===== src/rtl/id_ex_stage.sv =====
// id_ex_stage: ID/EX pipeline register with load-use stall detection and M/W operand forwarding.
// Optional 32-bit saturating bubble counter when BUBBLE_CNT_EN is defined.
module id_ex_stage (
   input  logic        clk,
   input  logic        reset,
   input  logic [31:0] PC_D,
   input  logic [31:0] IR_D,
   input  logic [31:0] RD1_D,
   input  logic [31:0] RD2_D,
   input  logic [31:0] imm_D,
   input  logic        flush_in,
   input  logic        we_M,
   input  logic [4:0]  wa_M,
   input  logic [31:0] wd_M,
   input  logic        we_W,
   input  logic [4:0]  wa_W,
   input  logic [31:0] wd_W,
   output logic        stall_D,
   output logic [31:0] PC_E,
   output logic [31:0] IR_E,
   output logic [31:0] imm_E,
   output logic [31:0] RD1_E,
   output logic [31:0] RD2_E,
   output logic [4:0]  dst_E,
   output logic        valid_E
`ifdef BUBBLE_CNT_EN
   ,
   output logic [31:0] bubble_cnt
`endif
);
   logic [5:0]  op_d;
   logic [4:0]  dst_d;
   logic [4:0]  rs_e;
   logic [4:0]  rt_e;
   logic [31:0] rd1_q;
   logic [31:0] rd2_q;
   logic        bubble;

   always_comb begin
      op_d    = IR_D[31:26];
      dst_d   = (op_d == 6'h00 && IR_D != 32'd0) ? IR_D[15:11] :
                (op_d == 6'h0D || op_d == 6'h0F || op_d == 6'h23) ? IR_D[20:16] :
                (op_d == 6'h03) ? 5'd31 : 5'd0;
      stall_D = IR_E[31:26] == 6'h23 && dst_E != 5'd0 &&
                (dst_E == IR_D[25:21] || dst_E == IR_D[20:16]);
      bubble  = stall_D || flush_in;
      rs_e    = IR_E[25:21];
      rt_e    = IR_E[20:16];
      // MEM wins over WB; register 0 is never forwarded
      RD1_E   = (we_M && wa_M != 5'd0 && wa_M == rs_e) ? wd_M :
                (we_W && wa_W != 5'd0 && wa_W == rs_e) ? wd_W : rd1_q;
      RD2_E   = (we_M && wa_M != 5'd0 && wa_M == rt_e) ? wd_M :
                (we_W && wa_W != 5'd0 && wa_W == rt_e) ? wd_W : rd2_q;
   end

   always_ff @(posedge clk) begin
      if (!reset || bubble) begin
         PC_E    <= '0;
         IR_E    <= '0;
         imm_E   <= '0;
         rd1_q   <= '0;
         rd2_q   <= '0;
         dst_E   <= '0;
         valid_E <= 1'b0;
      end else begin
         PC_E    <= PC_D;
         IR_E    <= IR_D;
         imm_E   <= imm_D;
         rd1_q   <= RD1_D;
         rd2_q   <= RD2_D;
         dst_E   <= dst_d;
         valid_E <= 1'b1;
      end
   end

`ifdef BUBBLE_CNT_EN
   always_ff @(posedge clk) begin
      if (!reset)
         bubble_cnt <= '0;
      else if (bubble && bubble_cnt != '1)
         bubble_cnt <= bubble_cnt + 32'd1;
   end
`endif
endmodule


===== config.mk =====
export PLATFORM = sky130hd
export DESIGN_NAME = id_ex_stage
export DESIGN_NICKNAME = d
export VERILOG_FILES = /design/src/rtl/id_ex_stage.sv
export SDC_FILE = /design/constraint.sdc
export NUM_CORES = 1
export LEC_CHECK = 0
export ABC_AREA = 0
export CAP_MARGIN = 15
export CORE_AREA = 2 2 157 159
export DETAILED_ROUTE_END_ITERATION = 12
export DIE_AREA = 0 0 159 161
export MAX_ROUTING_LAYER = met4
export PLACE_DENSITY = 0.76
export RECOVER_POWER = 25
export SETUP_SLACK_MARGIN = 0.2
export SLEW_MARGIN = 10
export SYNTH_ARGS = -nofsm -noshare
export SYNTH_HDL_FRONTEND = slang
export SYNTH_SLANG_ARGS = --single-unit

===== constraint.sdc =====
create_clock -name clk -period 1.9 [get_ports clk]
set_clock_uncertainty 0.05 [all_clocks]
set_input_delay 0.285 -clock clk [delete_from_list [all_inputs] [get_ports clk]]
set_output_delay 0.285 -clock clk [all_outputs]
set_load 0.005 [all_outputs]

Word-level counts from Yosys, hierarchy flattened. Index checks and enable logic that the tools add are counted.

Eq/ne operators: 11. Reductions and logical operators: 20. Muxes and demuxes: 8.

Operators by type and width (number): two-way mux 32 bit (4); nonzero test 32 bit (1); == test 5 bit (6); two-way mux 5 bit (3); nonzero test 5 bit (3); == test 6 x 4 -> 1 bit, second input constant (2); == test 6 bit, second input constant (2); logical AND 1 bit (9); == test 6 x 2 -> 1 bit, second input constant (1); logical NOT 6 bit (1); logical OR 1 bit (5); logical NOT 1 bit (1); two-way mux 1 bit (1).

Bits of input ports: 239. Output and inout port bits: 167. Bits in registers: 166. Logic and storage cells: 46.

Longest topological paths before layout. Gate-level depths: netlist of run 1.

Depth in word-level cells: 6. Mapped depth: 6. Depth with buffers taken out: 4.

Worst setup path before layout of run 1. OpenSTA, ideal clock, no wires.

Path kind: register -> output. Start point: register dst_E[4]. End point: output port stall_D. Stages on the path, launching flop included: 7. Path buffers: 2. Arrival: 1609 ps. Slack: -44 ps. Required time: 1565 ps. Cell sequence: dfxtp_1 xnor2_1 nand3_1 o22ai_1 clkbuf_1 clkbuf_1 and2_1.

Word-level cells in the longest chain between the ends: 3. Elaborated cells on any way between the ends: 6. Those cells by class: eq/ne (2); reduce/logical (4).

Ends and longest elaborated chain: from (decl) (RTL line 24) `output logic [4:0] dst_E,`; from (signal assigned) (RTL line 71) `dst_E <= dst_d;`; == test 5 bit / nonzero test 5 bit (equally long branches) (RTL line 45, 44); logical OR 1 bit / logical AND 1 bit (equally long branches) (RTL line 45, 44); logical AND 1 bit * (RTL line 44) `stall_D = IR_E[31:26] == 6'h23 && dst_E != 5'd0 &&`; to (decl) (RTL line 18) `output logic stall_D,`.

Mark *: on every way between the ends. The rest lies on a longest branch, timed or not.

Final worst setup path of run 1.
Start point: register IR_E[22]. End point: output port RD1_E[18].

Word-level cells in the longest chain between the ends: 4. Elaborated cells on any way between the ends: 6. Those cells by class: eq/ne (2); mux (2); reduce/logical (2).

Ends and longest elaborated chain: from (decl) (RTL line 20) `output logic [31:0] IR_E,`; from (signal assigned) (RTL line 59) `IR_E <= '0;`; from (signal assigned) (RTL line 67) `IR_E <= IR_D;`; == test 5 bit (RTL line 51) `(we_W && wa_W != 5'd0 && wa_W == rs_e) ? wd_W : rd1_q;`; logical AND 1 bit (RTL line 51); two-way mux 32 bit (RTL line 51); two-way mux 32 bit * (RTL line 50) `RD1_E = (we_M && wa_M != 5'd0 && wa_M == rs_e) ? wd_M :`; to (decl) (RTL line 22) `output logic [31:0] RD1_E,`.

Marked as above.

==> results of run 1 <==
-- cells by family (layout without fill, tap and decap cells) --
logic type / Yosys count / count (layout) / share of synthesized area
buffers and inverters: 147 / 698 / 0.0886
XOR/XNOR: 30 / 30 / 0.0347
flip-flops: 166 / 166 / 0.438
other: 0 / 3 / 0
AND/OR/NAND/NOR: 286 / 286 / 0.182
AO/OA/AOI/OAI: 306 / 306 / 0.256
-- routing by layer --
layer	vias up	track usage	routed length, um
li1	4522	-	-
met1	5024	0.347	17400
met2	772	0.549	24000
met3	225	0.0701	4400
met4	0	0.150	3110
met5	-	-	0
-- what timing repair did --
item                       in CTS  in global routing
gates cloned                   25                 29
hold buffers                    0                  0
setup buffers                  34                 20
setup endpoints to repair     250                220
pin swaps                      45                235
resized for setup             413                362
-- sequential cells by signal, indices dropped and copies added, names as in the netlist --
signal	count
IR_E	32
PC_E	32
dst_E	5
imm_E	32
rd1_q	32
rd2_q	32
valid_E	1
-- Yosys cell counts (all sizes together) (20+ instances only) --
master  instances
a31oi          64
clkbuf         75
nand4          66
inv            32
nand2         130
xnor2          20
o31ai          64
buf            40
a21oi         130
dfxtp         166
nor3           69
a211oi         38
-- layout make-up --
type | instances | area (um2)
antenna | 3 | 7.51
clock buffer | 17 | 425
clock inverter | 15 | 198
fill | 1575 | 6610
inverter | 32 | 120
multi-input combinational | 622 | 5640
sequential | 166 | 3360
tap | 324 | 405
timing repair buffer | 634 | 7200
-- critical path: stages, from the launching register on --
cell	delay [ps]
dfxtp_4	370
xor2_2	150
buf_4	140
nor3_4	200
buf_6	150
buf_12	100
buf_16	110
nand4_1	270
a31oi_1	270
buf_2	150
-- power groups by stage --
stage	combinational, W	sequential (W)	clock, W
finish	0.00280	0.00370	0.00366
CTS	0.00233	0.00368	0.00369
detailed placement	0.00197	0.00375	0
global route	0.00289	0.00370	0.00379
global placement	0.00195	0.00375	0
floorplan	0.000604	0.00375	0
-- worst max-delay path by stage --
stage                      endpoint  slack, ps  cells past startpoint
after floorplan           RD1_E[10]         20                      5
after global placement     RD1_E[1]      -1150                      8
after detailed placement   RD1_E[4]      -1160                      8
after CTS                 RD1_E[28]       -700                      7
after global routing      RD1_E[18]       -800                      9
final                     RD1_E[18]       -800                      9
-- metrics by stage --
step                utilization  cell area, um2  setup TNS [ps]  hold slack (ps)
floorplan                     -            7700               0              349
global placement          0.537           12900         -100270              763
detailed placement        0.537           12900         -102810              767
CTS                       0.625           15000          -38530              301
global route              0.724           17400          -43590              138
finish                    0.724           17400          -40700              106
==> reports/qor_table.md, run 1 <==
| Step | Result | This run |
|---|---|---|
| clocking | Largest buffer count on any clock path | 2 |
| placement | Half-perimeter wire length of the detailed placement result | 25000 um |
| power and ir drop | Total leakage power | 6.41 nW |
| synthesis | Mapped Avg Cell Area | 8.11 um2 |
| floorplan | Die boundary width | 159 um |
| status | Violations in the final reports | setup timing |
| clocking | Max H-tree Level | 4 |
| power and ir drop | Combinational group share of total power | 0.276 |
| setup path | Worst R2R End | IR_E[29] |
| power and ir drop | Part of the total power dissipated in sequential elements | 0.364 |
| hold path | Hold WC Path Type | input pin to register |
| synthesis | Cell accounting for the most synthesized area | dfxtp_1 |
| grt | Global-route total usage across every layer | 0.317 |
| grt | Largest net degree at the start of global routing | 65 |
| setup path | R2R setup slack | 40 ps |
| drt | Wire length per cell | 27.0 um |
| placement | Cells after DPL | 1670 |
| synthesis | Predominant post-synthesis flop cell | dfxtp_1 |
| synthesis | Post-synth top area share | 0.438 |
| synthesis | Netlist Area Pre-Place | 0.00758 mm2 |
| drt | DR DRC count | 0 |
| sta | Final Critical Period | 2700 ps |
| hold path | Hold Crit Depth | 3 |
| sta | Final Hold Viols | 0 |
| sta | Max-slew violations | 0 |
| drt | Final WL | 48900 um |
| layout | Final nets | 1712 |
| setup path | Element type at the critical path start | register |
| setup path | Source of the worst register-to-register timing path | IR_E[28] |
| floorplan | Overall die area | 0.0256 mm2 |
| power and ir drop | PnR Total Power | 0.0102 W |
| grt | Antenna violations before repair | 3 |
| power and ir drop | PD cells | 585 mW/mm2 |
| floorplan | Initial standard-cell utilization of the core | 0.316 |
| power and ir drop | Switching power total | 0.00315 W |
| setup path | CP Launch Point | IR_E[22] |
| hold path | End point of the worst hold path | IR_E[28] |
| layout | Fin cells | 1813 |
| floorplan | Total I/O pin count | 406 |
| synthesis | Flip-flop and latch count after synthesis | 166 |
| setup path | CP required | 1560 ps |
| clocking | Clock latency on the worst-skew pair | 430 ps |
| drt | Starting DRC count in detailed routing | 1115 |
| clocking | CTS tree | built |
| status | Outcome | finished, violations left |
| sta | RSZ-0062 raised after global routing | yes |
| drt | Average vias per placed instance | 5.82 |
| sta | Slew headroom | 0.601 |
| sta | Worst setup margin | -798 ps |
| sta | Highest achievable clock rate | 0.371 GHz |
| sta | Setup violators final | 65 |
| floorplan | Placeable core area | 0.0240 mm2 |
| grt | First-pass GRT wire length | 60400 um |
| synthesis | Main area contributors after synthesis | dfxtp_1 (44%), a21oi_1 (8.6%), nand2_1 (6.4%), o31ai_1 (6.3%), nand4_1 (5.4%) |
| run | Max capacitance violation total | 0 |
| hold path | Min-Delay Startpoint | IR_D[28] |
| synthesis | Post-Synthesis Net Count | 1174 |
| setup path | Worst Reg2Reg Path Length in Cells | 9 |
| setup path | Critical path type | register to output pin |
| power and ir drop | Fraction of power spent switching nets | 0.310 |
| drt | DR pass1 iterations | 5 |
| synthesis | Post-synthesis sequential area ratio | 0.438 |
| sta | Worst-Margin Slew | 598 ps |
| clocking | Number of clock sinks | 166 |
| placement | Routability congestion estimate from global placement | 1.04 |
| drt | Number of nets still failing antenna checks after routing | 0 |
| synthesis | Number of enable-type register cells in the synthesized netlist | 0 |
| clocking | CTS buffer count | 17 |
| power and ir drop | Internal power consumption | 0.00701 W |
| sta | Share of the clock period used by the worst path after layout | 1.42 |
| layout | Fraction of layout cells with a size suffix above 1 | 0.441 |
| floorplan | Number of placement rows | 57 |
| layout | Most common cell after layout, fill and taps aside | clkdlybuf4s50_1 |
| placement | Number of input and output port buffers inserted | 405 |
| floorplan | Die Ht | 161 um |
| synthesis | Count of distinct cell types in the synthesized netlist | 34 |
| synthesis | Synth Instances | 935 |
| power and ir drop | Worst voltage drop across the vdd grid | 0.000586 V |
| setup path | Critical path data arrival time | 2360 ps |
| layout | Commonest cells after routing, fill and taps aside | clkdlybuf4s50_1 (313), dfxtp_1 (150), nand2_1 (130) |
| power and ir drop | Proportion of power drawn by the clock network | 0.360 |
| synthesis | Asr flop ratio synth | 0 |
| drt | Number of vias in the routed layout | 10543 |
| layout | Area growth from synthesis to final layout | 129% |
| grt | Residual overflow from global routing | 0 |
| setup path | Maximum fanout count along the critical path | 4 |
| clocking | Cell chosen for the clock root | clkbuf_16 |
| placement | Post-placement worst setup slack | -1160 ps |
| grt | Vias in the first global route | 9914 |
| setup path | Kind of capture point of the worst setup path | output pin |
| clocking | Clock-pin slew on the worst setup and hold paths | 70 ps |
| synthesis | Synthesis warning total | 0 |
No activity file was read; power rests on OpenSTA's default activity.
==> run 2: changes to the inputs <==
--- a/config.mk
+++ b/config.mk
@@ -7,11 +7,11 @@
 export LEC_CHECK = 0
 export ABC_AREA = 0
 export CAP_MARGIN = 15
-export CORE_AREA = 2 2 157 159
+export CORE_MARGIN = 2
+export CORE_UTILIZATION = 26
 export DETAILED_ROUTE_END_ITERATION = 12
-export DIE_AREA = 0 0 159 161
 export MAX_ROUTING_LAYER = met4
-export PLACE_DENSITY = 0.76
+export PLACE_DENSITY = 0.63
 export RECOVER_POWER = 25
 export SETUP_SLACK_MARGIN = 0.2
 export SLEW_MARGIN = 10
==> constraint.sdc (replaced) <==
create_clock -name clk -period 2.6 [get_ports clk]
set_clock_uncertainty 0.05 [all_clocks]
set_input_delay 0.39 -clock clk [delete_from_list [all_inputs] [get_ports clk]]
set_output_delay 0.39 -clock clk [all_outputs]
set_load 0.005 [all_outputs]
==> reports/qor_table.md, run 2 (synthesis gave the netlist of run 1 again) <==
| Step | Result | This run | Delta |
|---|---|---|---|
| status | Outcome | finished, violations left |  |
| floorplan | Overall die area | 0.0305 mm2 | +19% |
| sta | WHS | 421 ps | +315 ps |
| floorplan | Placeable core area | 0.0287 mm2 | +20% |
| floorplan | Number of placement rows | 62 | +8.8% |
| sta | Share of the clock period used by the worst path after layout | 1.08 |  |
| layout | Fraction of layout cells with a size suffix above 1 | 0.292 | -0.149 |
| layout | Commonest cells after routing, fill and taps aside | clkdlybuf4s50_1 (262), dfxtp_1 (160), nand2_1 (130) |  |
| layout | Final nets | 1654 | -3.4% |
| clocking | Max H-tree Level | 4 | unchanged |
| setup path | Critical path data arrival time | 2370 ps | about the same |
| setup path | Kind of capture point of the worst setup path | output pin |  |
| grt | Global-route total usage across every layer | 0.275 | -0.0418 |
| layout | Most common cell after layout, fill and taps aside | clkdlybuf4s50_1 |  |
| layout | Area growth from synthesis to final layout | 101% |  |
| run | Max capacitance violation total | 0 | unchanged |
| layout | Fin cells | 1819 | +0.33% |
| drt | Average vias per placed instance | 5.29 | -9.0% |
| setup path | Element type at the critical path start | register |  |
| clocking | Clock latency on the worst-skew pair | 440 ps | about the same |
| grt | Residual overflow from global routing | 0 | unchanged |
| placement | Number of input and output port buffers inserted | 405 | unchanged |
| floorplan | Total I/O pin count | 406 | unchanged |
| grt | Antenna violations before repair | 6 | +3 |
| setup path | CP required | 2160 ps | +600 ps |
| sta | Final Hold Viols | 0 | unchanged |
| sta | Final Critical Period | 2810 ps |  |
| placement | Placed cell areas | 0.0126 mm2 | -1.8% |
| clocking | Cell chosen for the clock root | clkbuf_16 |  |
| grt | Largest net degree at the start of global routing | 167 | +160% |
| layout | Area of all placed cells without fillers | 0.0153 mm2 | -12% |
| drt | DR pass1 iterations | 6 | +1 |
| hold path | Hold WC Path Type | input pin to register |  |
| sta | Setup violators final | 50 | -23% |
| drt | Number of nets still failing antenna checks after routing | 0 | unchanged |
| power and ir drop | PD cells | 473 mW/mm2 | -19% |
| power and ir drop | PnR Total Power | 0.00723 W | -29% |
| clocking | Largest buffer count on any clock path | 2 | unchanged |
| sta | RSZ-0062 raised after global routing | yes |  |
| power and ir drop | Worst voltage drop across the vdd grid | 0.000380 V | -35% |
| sta | Worst setup margin | -212 ps | +587 ps |
| floorplan | Die boundary width | 175 um | +9.9% |
| sta | Slew headroom | 0.447 | -0.154 |
| clocking | Number of clock sinks | 166 | unchanged |
| placement | Half-perimeter wire length of the detailed placement result | 27400 um | +9.2% |
| clocking | Cts hold-fix bufs | 0 | unchanged |
| floorplan | Initial standard-cell utilization of the core | 0.264 | -0.0522 |
| clocking | CTS tree | built |  |
| setup path | Maximum fanout count along the critical path | 5 | +1 |
| sta | Highest achievable clock rate | 0.356 GHz |  |
| grt | Vias in the first global route | 9848 | -0.67% |
| clocking | Clock-pin slew on the worst setup and hold paths | 70 ps | about the same |
| sta | Max-slew violations | 0 | unchanged |
| drt | DR DRC count | 0 | unchanged |
| setup path | Critical path type | register to output pin |  |
| drt | Starting DRC count in detailed routing | 782 | -30% |
| drt | Wire length per cell | 23.4 um | -13% |
| clocking | CTS buffer count | 17 | unchanged |
| drt | Final WL | 42500 um | -13% |
| floorplan | Die Ht | 175 um | +8.5% |
| status | Violations in the final reports | setup timing |  |
| placement | Cells after DPL | 1707 | +2.2% |
| layout | Utilization of the core after routing | 0.532 | -0.192 |
| placement | Routability congestion estimate from global placement | 0.930 | -11% |
| grt | First-pass GRT wire length | 61300 um | +1.5% |
| sta | Worst-Margin Slew | 829 ps | +231 ps |
| power and ir drop | Total leakage power | 5.92 nW | -7.6% |
| drt | Number of vias in the routed layout | 9629 | -8.7% |
[run 2: cell types whose count changed in the layout (fill, tap and decap cells not counted), sizes merged]
cell           previous run  this run
clkdlybuf4s50           313       262
clkdlybuf4s15             5         3
bufbuf                    2         1
clkbuf                   45        20
bufinv                    1         3
dlymetal6s2s              2         0
dlygate4sd2              18         2
clkinv                    6         3
buf                     266       238
diode                     3         7
dlygate4sd3               0        68
[run 2: area by class of cell]
type	count	area [um2]
Timing Repair Buffer	576	5900
Clock inverter	14	184
Antenna cell	7	17.5
Multi-Input combinational cell	622	4800
Fill cell	2582	13400
Sequential cell	166	3340
Inverter	32	120
Clock buffer	18	439
Tap cell	384	480
[run 2: layer usage]
layer,GRT usage,wire length (um),up-vias
met1,0.307,16500,4583
met4,0.131,1990,0
met2,0.460,20500,560
met5,-,0,-
met3,0.0685,3520,103
li1,-,-,4383
[run 2: final timing paths]
| check | startpoint | slack, ps | depth (start not counted) | end |
|---|---|---|---|---|
| max | IR_E[25] | -210 | 10 | RD1_E[30] |
| min | IR_D[1] | 420 | 3 | IR_E[1] |
| max reg2reg | IR_E[29] | 540 | 5 | rd2_q[10] |
| min reg2reg | IR_E[26] | 980 | 4 | imm_E[29] |
[run 2: what timing repair did]
| action | in CTS | in global routing |
|---|---|---|
| setup buffers | 47 | 10 |
| cloned | 14 | 2 |
| endpoints found under the hold margin | 0 | 0 |
| setup endpoints to repair | 65 | 65 |
| pin swaps | 52 | 33 |
| resized for setup | 455 | 74 |
[run 2: worst max-delay path: stages, from the launching register on]
cell and delay, ps:
dfxtp_4 370, buf_6 120, xnor2_2 150, buf_4 150, o211ai_4 80, buf_12 140
or2_4 310, buf_12 170, buf_8 130, a31oi_4 160, buf_2 140
[run 2: where the power goes]
group | internal [W] | switching, W
registers | 0.00264 | 0.0000542
clock network | 0.00157 | 0.00119
logic | 0.000954 | 0.000815
total | 0.00517 | 0.00206
[run 2: through the flow]
| step | setup TNS (ps) | setup WS [ps] |
|---|---|---|
| global route | -9180 | -272 |
| finish | -5580 | -212 |
| detailed placement | -39650 | -752 |
| CTS | -2900 | -136 |
| global placement | -37880 | -765 |
| floorplan | 0 | 500 |
